`src/rtl/key_event_decoder.sv`:
```
// Per-key event decoder: turns a debounced key level into single-cycle press,
// release, long-press and auto-repeat strobes, plus a saturating repeat count.
module key_event_decoder #(
   parameter bit          ACTIVE_LOW    = 1'b1,
   parameter int unsigned LONG_CYCLES   = 25_000_000,
   parameter int unsigned REPEAT_CYCLES = 5_000_000,
   parameter int unsigned CNT_W         = 32
) (
   input  logic       clk,
   input  logic       rst,
   input  logic       enable,
   input  logic       key_in,
   output logic       pressed,
   output logic       press_pulse,
   output logic       release_pulse,
   output logic       long_pulse,
   output logic       repeat_pulse,
   output logic [7:0] repeat_count
);

   typedef enum logic [1:0] {
      IDLE,
      HOLD,
      REPEAT
   } state_t;

   localparam logic [CNT_W-1:0] LONG_LAST   = CNT_W'(LONG_CYCLES - 1);
   localparam logic [CNT_W-1:0] REPEAT_LAST = CNT_W'(REPEAT_CYCLES - 1);

   state_t           state, state_next;
   logic [CNT_W-1:0] cnt, cnt_next;
   logic [7:0]       count_next;
   logic             k, k_q, k_prev;
   logic             press_next, release_next, long_next, repeat_next;

   assign k       = key_in ^ ACTIVE_LOW;
   assign pressed = k_q;

   always_ff @(posedge clk) begin
      if (rst) begin
         // Preloading both taps with the live level hides a key held through reset.
         k_q           <= k;
         k_prev        <= k;
         state         <= IDLE;
         cnt           <= '0;
         press_pulse   <= 1'b0;
         release_pulse <= 1'b0;
         long_pulse    <= 1'b0;
         repeat_pulse  <= 1'b0;
         repeat_count  <= '0;
      end else begin
         k_q           <= k;
         k_prev        <= k_q;
         state         <= state_next;
         cnt           <= cnt_next;
         press_pulse   <= press_next;
         release_pulse <= release_next;
         long_pulse    <= long_next;
         repeat_pulse  <= repeat_next;
         repeat_count  <= count_next;
      end
   end

   always_comb begin
      state_next   = state;
      cnt_next     = cnt;
      count_next   = repeat_count;
      press_next   = 1'b0;
      release_next = 1'b0;
      long_next    = 1'b0;
      repeat_next  = 1'b0;

      if (!enable) begin
         state_next = IDLE;
         cnt_next   = '0;
      end else begin
         unique case (state)
            IDLE: begin
               if (k_q && !k_prev) begin
                  press_next = 1'b1;
                  state_next = HOLD;
                  cnt_next   = '0;
                  count_next = '0;
               end
            end
            HOLD: begin
               // Release is tested first so it wins over a coincident terminal count.
               if (!k_q) begin
                  release_next = 1'b1;
                  state_next   = IDLE;
                  cnt_next     = '0;
               end else if (cnt == LONG_LAST) begin
                  long_next  = 1'b1;
                  state_next = REPEAT;
                  cnt_next   = '0;
               end else begin
                  cnt_next = cnt + CNT_W'(1);
               end
            end
            REPEAT: begin
               if (!k_q) begin
                  release_next = 1'b1;
                  state_next   = IDLE;
                  cnt_next     = '0;
               end else if (cnt == REPEAT_LAST) begin
                  repeat_next = 1'b1;
                  cnt_next    = '0;
                  if (repeat_count != '1) begin
                     count_next = repeat_count + 8'd1;
                  end
               end else begin
                  cnt_next = cnt + CNT_W'(1);
               end
            end
            default: begin
               state_next = IDLE;
               cnt_next   = '0;
            end
         endcase
      end
   end

endmodule

```
`config.mk`:
```
export PLATFORM = sky130hd
export DESIGN_NAME = key_event_decoder
export DESIGN_NICKNAME = d
export VERILOG_FILES = /design/src/rtl/key_event_decoder.sv
export SDC_FILE = /design/constraint.sdc
export NUM_CORES = 1
export LEC_CHECK = 0
export CAP_MARGIN = 20
export CELL_PAD_IN_SITES_DETAIL_PLACEMENT = 1
export CELL_PAD_IN_SITES_GLOBAL_PLACEMENT = 1
export CORE_ASPECT_RATIO = 0.6
export CORE_MARGIN = 2
export CORE_UTILIZATION = 44
export DETAILED_ROUTE_END_ITERATION = 8
export PLACE_DENSITY_LB_ADDON = 0.1
export SYNTH_ARGS = -nofsm -noshare
export SYNTH_HDL_FRONTEND = slang
export SYNTH_SLANG_ARGS = --single-unit
export TNS_END_PERCENT = 10
```
`constraint.sdc`:
```
create_clock -name clk -period 2.7 [get_ports clk]
set_clock_uncertainty 0.15 [all_clocks]
set_input_delay 0.405 -clock clk [delete_from_list [all_inputs] [get_ports clk]]
set_output_delay 0.405 -clock clk [all_outputs]
set_load 0.05 [all_outputs]
```
Word-level counts from Yosys, hierarchy flattened
Index checks and enable logic that the tools add are counted.
Storage, ports and cells
  register bits after elaboration: 48
  input bits: 4
  output and inout port bits: 13
  logic and storage cells: 62
Operators by class
  add/subtract/negate cells: 2
  eq/ne operators: 11
  muxes and demuxes: 21
  bitwise gates (word level): 7
  reduce and logical (&&, ||, !) cells: 12
Operators by type and width (count)
  2-to-1 mux 32 bit: 5
  case mux 32 bit (3 select lines): 1
  adder 32 x 1 -> 32 bit (second input constant): 1
  == test 32 x 23 -> 1 bit (second input constant): 1
  == test 32 x 25 -> 1 bit (second input constant): 1
  2-to-1 mux 8 bit: 4
  case mux 8 bit (2 select lines): 1
  inequality test 2 bit (second input constant): 5
  adder 8 x 1 -> 8 bit (second input constant): 1
  2-to-1 mux 2 bit: 4
  inequality test 8 bit (second input constant): 1
  OR reduction 4 bit: 2
  NOT 1 bit: 7
  case mux 2 bit (3 select lines): 1
  AND reduction 6 bit: 1
  OR reduction 3 bit: 2
  2-to-1 mux 1 bit: 5
  OR reduction 2 bit: 2
  inequality test 3 bit (second input constant): 1
  AND reduction 3 bit: 1
  == test 2 x 1 -> 1 bit (second input constant): 1
  == test 2 bit (second input constant): 1
  zero test 2 bit: 1
  nonzero test 2 bit: 1
  2 further kinds: 2

Longest topological paths before layout
Gate-level depths: netlist (run 1).
  depth in word-level cells: 5
  gate-level depth with buffers: 9

Least setup slack after synthesis (run 1)
OpenSTA, ideal clock, no wires.
  kind: reg2reg
  start: register k_q (netlist: pressed)
  end: register cnt[17]
  setup time: 0.126 ns
  arrival time: 2.047 ns
  data required time: 2.424 ns
  setup slack: 0.377 ns
  cell stages (with the launch flop): 7
  buffers on the path: 1
  cell sequence: dfxtp_1 > buf_2 > nand2b_1 > a211oi_1 > nand3_1 > xnor2_1 > nor2b_1
On the way
  longest elaborated chain between the ends: 2
  elaborated cells between the ends (all ways): 5
Ends and longest elaborated chain
  from (decl): line 33  | logic k, k_q, k_prev;
  from (signal assigned): line 42  | k_q <= k;
  from (signal assigned): line 52  | k_q <= k;
  2-to-1 mux 32 bit (tied with other cells): line 101  | if (!k_q) begin
  case mux 32 bit (3 select lines) / inequality test 2 bit (equally long branches)
  to (signal assigned): line 55  | cnt <= cnt_next;
  to (decl): line 31  | logic [CNT_W-1:0] cnt, cnt_next;
Several ways; a longest one is shown, not always the timed one.
A chain may end at the register's enable or synchronous reset.

Final worst setup path (run 1)
  start: register cnt[0]
  end: register repeat_count[0]
On the way
  longest elaborated chain between the ends: 3
Ends and longest elaborated chain
  == test 32 x 23 -> 1 bit: line 105  | end else if (cnt == REPEAT_LAST) begin
  inequality test 2 bit (no line)
  AND reduction 6 bit (no line)
  to (signal assigned): line 60  | repeat_count <= count_next;
  to (decl): line 18  | output logic [7:0] repeat_count
Every way passes these cells.

==> flow_summary.ini, run 1 <==
[critical_path]
reg2reg_depth = 6
crit_arrival_ns = 2.57
crit_buf_inv = 0
rrSetupSlack_ns = 0.21
crit_required_ns = 2.77
endpoint_kind = flip-flop
r2r_start = cnt[0]
crit_chain = ha_1 -> nand4_2 -> nor3b_4 -> nand3_2 -> or4_1 -> a21oi_1
path_delay_family = simple AND/OR/NAND/NOR gates
r2r_end = repeat_count[0]
crit_type = flip-flop to flip-flop
startpoint = cnt[0]
crit_path_start_kind = flip-flop
crit_fanout = 15
slowest_delay_ns = 0.55
slowest_stage = or4_1

[sta]
hold_violations = 0
setup_viol = 0
finalCriticalPeriod_ns = 2.493
drv_slew = 0
rsz0062_at_grt = false
worst_pin_slew_ns = 0.6434
max_slew_margin = 0.5691
max_freq_mhz = 401.1
finalCritPeriodShare = 0.9234
tns_ns = 0

[final_layout]
diodes = 0
area_delta_synth_final_pct = 14.81
nets = 326
instances_no_fill = 398
layout-drive-gt1-share = 0.08176
fillerInstances = 667

[floorplanning]
dieHeight_um = 62.59
pin_count = 17
die_x_um = 101.7
die_area_mm2 = 0.006362
placementRows = 21
core_area_mm2 = 0.005544
initial_core_util = 0.4541

[yosys]
synth_xor_area_frac = 0.08350
synthArstFlopShare = 0
synth_largest_area_cell = dfxtp_1
synth_edf_count = 0
synth.distinct_cells = 45
syn_area_mm2 = 0.002517
syn_inst = 296
ys_ff_latch = 48
synthTopCellsByCount = dfxtp_1, nor2_1, nand2_1
ys_seq_area_frac = 0.3817
yosys-top-cells-area = dfxtp_1, xnor2_1, nor2_1
synthesis.nets = 305
synth_flop_cell = dfxtp_1
synthMuxAreaShare = 0.007952
avgSynthCellArea_um2 = 8.505
synth_top_family_by_area = simple AND/OR/NAND/NOR gates
synth_top_area_frac = 0.3817
synth-compound-area-share = 0.1248
yosys_warnings = 0
synth.most_common_cell = dfxtp_1
synth_simple_gate_area_frac = 0.3434
synthAdderAreaFrac = 0.02485

[clock_network]
htree_levels = 2
cts_buffers = 5
cts_tree = done
ctsLongestPathBuffers = 2
clock-root-buffer = clkbuf_8
insertion_delay_ns = 0.30
cts_sinks = 48
cts_setup_buffers = 0
path_clk_slew_ns = 0.09
ctsHoldBuffers = 0
cts_resized = 0

[drt]
routed_wl_mm = 7.062
drc = 0
ant_nets = 0
viasPerCell = 5.781
drtIter0Drc = 111
vias = 2301
wire_per_inst_um = 17.74
first_pass_iters = 4

[pwr]
finalPower_mw = 1.237
p_per_area_mw_per_mm2 = 428.1
p_leak_nw = 0.9114
vdd_drop_max_mv = 0.2129

[global_route]
grt_first_pass_wirelength_mm = 11.96
grt_use_total = 0.2424
grt_max_degree = 25
gr-total-overflow = 0
first_global_vias = 2269
antenna_found_initial = 0

[placed_design]
place.gp.congestion = 0.8448
dp_cells = 390
hpwl_mm = 5.363
port_buffers = 16

[hold_path]
min_path_cells = 2
hold_class = flip-flop to flip-flop
worstHoldEndpoint = cnt[1]
min_from = cnt[1]

[run]
cap_violations = 0

[run_status]
outcome = complete, no violations
[sequential cells by signal, summed over array words and instances, names as in the netlist]
name / flops
k_prev: 1
state: 2
press_pulse: 1
pressed: 1
repeat_pulse: 1
release_pulse: 1
repeat_count: 8
long_pulse: 1
cnt: 32
[cell type report]
cell class              instances  area (um2)  area share
multi-input cells             229        1471      0.5091
flip-flops and latches         48       960.9      0.3325
repair buffers                 27       242.7     0.08398
well taps                      80       100.1     0.03463
clock buffers                   6       82.58     0.02857
inverters                       6       22.52    0.007792
clock inverters                 2       10.01    0.003463
[report_power, final]
group	switching [mW]	internal (mW)
clock	0.240	0.205
sequential	0.00443	0.711
combinational	0.0530	0.0246
[cell usage in the layout, fill, tap and decap left out, drive strengths merged, types with 4 or more instances in the layout]
| master | Yosys | final |
|---|---|---|
| dfxtp | 48 | 48 |
| nor2 | 32 | 32 |
| nand2 | 23 | 23 |
| nand3 | 19 | 19 |
| a21oi | 16 | 16 |
| clkdlybuf4s50 | 0 | 16 |
| xnor2 | 14 | 14 |
| nand4 | 14 | 14 |
| nor4 | 11 | 11 |
| buf | 8 | 11 |
| xor2 | 10 | 10 |
| nor2b | 7 | 7 |
| and4 | 7 | 7 |
| and3 | 7 | 7 |
| inv | 6 | 6 |
| nor3 | 6 | 6 |
| clkbuf | 5 | 6 |
| o31ai | 6 | 6 |
| nand2b | 5 | 5 |
| or4 | 5 | 5 |
| ha | 5 | 5 |
| nor4b | 5 | 5 |
| o21ai | 4 | 4 |
| o211ai | 4 | 4 |
| nor3b | 4 | 4 |
| a31oi | 4 | 4 |
[worst max path at each step]
stage,slack (ns),cells past startpoint,end
after detailed placement,0.25,6,repeat_count[0]
after CTS,0.22,6,repeat_count[0]
final,0.21,6,repeat_count[0]
after global routing,0.03,6,repeat_count[5]
after floorplan,0.38,6,cnt[17]
after global placement,0.37,6,repeat_count[3]
[routing by layer]
metal  track usage  wire length (um)
met5             0                 0
met2        0.3141              2795
met3       0.05481               324
met4       0.05236                32
met1        0.3960              3910
[worst register-to-register path, stage by stage, from the launching register on]
cell and delay (ns):
dfxtp_1 0.40, ha_1 0.28, nand4_2 0.18, nor3b_4 0.35, nand3_2 0.32, or4_1 0.55, a21oi_1 0.18
[cell families (layout without fill, tap and decap cells)]
group	after synthesis	after routing
AOI/OAI and AO/OA	45	45
buffers and inverters	19	41
and+or+nand+nor	153	153
adders and majority gates	5	5
muxes	2	2
xor gates and xnor gates	24	24
DFF	48	48
[stage by stage]
stage	util	setup WS [ns]	cell area, um2	hold WS (ns)
final	0.5213	0.2068	2890	0.3364
after global routing	0.5213	0.03234	2890	0.3839
after CTS	0.5213	0.2200	2890	0.3368
after detailed placement	0.5046	0.2474	2798	0.3238
after global placement	0.5046	0.3738	2798	0.3148
after floorplan	-	0.3770	2517	0.2992
(Power assumes the default switching activity.)
==> run 2: changes to the inputs <==
--- a/config.mk
+++ b/config.mk
@@ -5,12 +5,13 @@
 export SDC_FILE = /design/constraint.sdc
 export NUM_CORES = 1
 export LEC_CHECK = 0
+export ABC_AREA = 1
 export CAP_MARGIN = 20
 export CELL_PAD_IN_SITES_DETAIL_PLACEMENT = 1
 export CELL_PAD_IN_SITES_GLOBAL_PLACEMENT = 1
 export CORE_ASPECT_RATIO = 0.6
 export CORE_MARGIN = 2
-export CORE_UTILIZATION = 44
+export CORE_UTILIZATION = 43
 export DETAILED_ROUTE_END_ITERATION = 8
 export PLACE_DENSITY_LB_ADDON = 0.1
 export SYNTH_ARGS = -nofsm -noshare
==> flow_summary.ini, run 2 <==
[final_layout]
diodes = 0
layout-drive-gt1-share = 0.1098
top_regs = cnt: 32 flops, repeat_count: 8 flops, state: 2 flops
largest_register_ff_count = 32
final_cell_mix = nand2_1, inv_1, nor2_1
area_delta_synth_final_pct = 13.11
nets = 445
stdcell_area_mm2 = 0.003174
regMostFlops = cnt
final_common_cell = nand2_1
fillerInstances = 847

[floorplanning]
placementRows = 22
dieHeight_um = 66.58
die_area_mm2 = 0.007210
initial_core_util = 0.4511
die_x_um = 108.3
core_area_mm2 = 0.006221
pin_count = 17

[clock_network]
ctsLongestPathBuffers = 2
cts_resized = 0
htree_levels = 2
path_clk_slew_ns = 0.10
insertion_delay_ns = 0.31
cts_tree = done
ctsHoldBuffers = 0
cts_sinks = 48
clock-root-buffer = clkbuf_8
cts_setup_buffers = 0
cts_buffers = 5

[sta]
setup_viol = 0
rsz0062_at_grt = false
worst_pin_slew_ns = 0.5150
finalCriticalPeriod_ns = 2.300
hold_violations = 0
finalCritPeriodShare = 0.8519
max_freq_mhz = 434.8
max_slew_margin = 0.6556
drv_slew = 0
tns_ns = 0

[critical_path]
crit_arrival_ns = 2.36
crit_required_ns = 2.76
slowest_delay_ns = 0.35
crit_fanout = 14
r2r_end = repeat_count[0]
reg2reg_depth = 10
rrSetupSlack_ns = 0.40
slowest_stage = dfxtp_1
crit_type = flip-flop to flip-flop
path_delay_family = simple AND/OR/NAND/NOR gates
crit_buf_inv = 1
crit_chain = inv_1 -> ha_1 -> nand2_2 -> o2111ai_1 -> nor2_1 -> nand2_2 -> nand2_2 -> o21ai_0 -> nand2_1 -> nor2_1
endpoint_kind = flip-flop
crit_path_start_kind = flip-flop
path_common_cell = nand2_2
r2r_start = state[0]

[yosys]
avgSynthCellArea_um2 = 6.795
synth_edf_count = 0
synth_top_area_frac = 0.3424
syn_area_mm2 = 0.002806
syn_inst = 413
ys_seq_area_frac = 0.3424
synthArstFlopShare = 0
synth.distinct_cells = 35
synthesis.nets = 422
synth.most_common_cell = nand2_1
yosys-top-cells-area = dfxtp_1, nand2_1, inv_1
yosys_warnings = 0
ys_ff_latch = 48
synth_largest_area_cell = dfxtp_1
synth_flop_cell = dfxtp_1
synthTopCellsByCount = nand2_1, inv_1, nor2_1

[global_route]
grt_first_pass_wirelength_mm = 13.37
gr-total-overflow = 0
grt_max_degree = 27
grt_use_total = 0.2476
antenna_found_initial = 0
first_global_vias = 2547

[run_status]
outcome = complete, no violations

[run]
cap_violations = 0

[placed_design]
hpwl_mm = 6.544
place.gp.congestion = 0.8292
place_area_mm2 = 0.003063
port_buffers = 16

[drt]
viasPerCell = 5.067
drc = 0
drtIter0Drc = 114
first_pass_iters = 4
vias = 2640
wire_per_inst_um = 15.77
routed_wl_mm = 8.217
ant_nets = 0

[pwr]
p_per_area_mw_per_mm2 = 426.9
p_leak_nw = 1.216
vdd_drop_max_mv = 0.3369

[hold_path]
min_path_cells = 2
worstHoldEndpoint = state[1]
hold_class = flip-flop to flip-flop
min_from = state[1]
[run 2: area by class of cell]
cell class / count / area, um2 / share of cell area
clock inverters: 3 / 42.54 / 0.01340
repair buffers: 21 / 197.7 / 0.06228
inverters: 61 / 229.0 / 0.07213
multi-input cells: 299 / 1570 / 0.4947
well taps: 84 / 105.1 / 0.03311
clock buffers: 5 / 68.82 / 0.02168
flip-flops and latches: 48 / 960.9 / 0.3027
[run 2: worst max path at each step]
stage	cells past startpoint	slack [ns]	end	from
2_1_floorplan	8	0.67	repeat_count[0]	pressed
3_3_place_gp	9	0.54	repeat_count[6]	state[1]
3_5_place_dp	4	0.49	repeat_pulse	rst
4_1_cts	8	0.46	repeat_count[0]	state[0]
5_1_grt	10	0.22	repeat_count[0]	state[0]
6_report	10	0.40	repeat_count[0]	state[0]
[run 2: cell families (layout without fill, tap and decap cells)]
| group | count (synthesis) | count (layout) | synth area share |
|---|---|---|---|
| compound gates | 25 | 25 | 0.04860 |
| xor+xnor | 20 | 20 | 0.06242 |
| fa+ha+maj | 5 | 5 | 0.02229 |
| buf+inv | 66 | 90 | 0.09808 |
| flops | 48 | 48 | 0.3424 |
| mux | 1 | 1 | 0.003567 |
| simple gates | 248 | 248 | 0.4226 |
[run 2: tightest hold or removal path: cells and delay by family, from the launching register on]
kind	cells	cell delay, ns
flip-flops	1	0.34
AO/OA/AOI/OAI	1	0.05
AND/OR/NAND/NOR	1	0.07
[run 2: stage by stage]
stage                     worst slack, ns  hold slack (ns)    util  power, mW  cells
after floorplan                    0.6653           0.3077       -     0.8053    413
after global placement             0.5415           0.3352  0.4924     0.8345    513
after detailed placement           0.4899           0.3397  0.4924     0.8369    513
after CTS                          0.4599           0.3538  0.5103      1.367    521
after global routing               0.2161           0.3887  0.5103      1.413    521
final                              0.3998           0.3527  0.5103      1.355    521
[run 2: routing by layer]
layer	track usage	wire length (um)
met5	0	0
met2	0.3286	3088
met4	0.04487	60
met1	0.3992	4623
met3	0.05088	444
[run 2: report_power, final]
group | leakage, nW | switching, mW | internal, mW
combinational | 0.774 | 0.0751 | 0.0298
sequential | 0.388 | 0.00311 | 0.712
clock | 0.0541 | 0.261 | 0.274
total | 1.22 | 0.339 | 1.02
==> run 3: changes to the inputs <==
--- a/config.mk
+++ b/config.mk
@@ -5,13 +5,12 @@
 export SDC_FILE = /design/constraint.sdc
 export NUM_CORES = 1
 export LEC_CHECK = 0
-export ABC_AREA = 1
 export CAP_MARGIN = 20
 export CELL_PAD_IN_SITES_DETAIL_PLACEMENT = 1
 export CELL_PAD_IN_SITES_GLOBAL_PLACEMENT = 1
 export CORE_ASPECT_RATIO = 0.6
 export CORE_MARGIN = 2
-export CORE_UTILIZATION = 43
+export CORE_UTILIZATION = 44
 export DETAILED_ROUTE_END_ITERATION = 8
 export PLACE_DENSITY_LB_ADDON = 0.1
 export SYNTH_ARGS = -nofsm -noshare
==> results of run 3 <==
Final layout, timing and power as in run 1 (identical DEF).
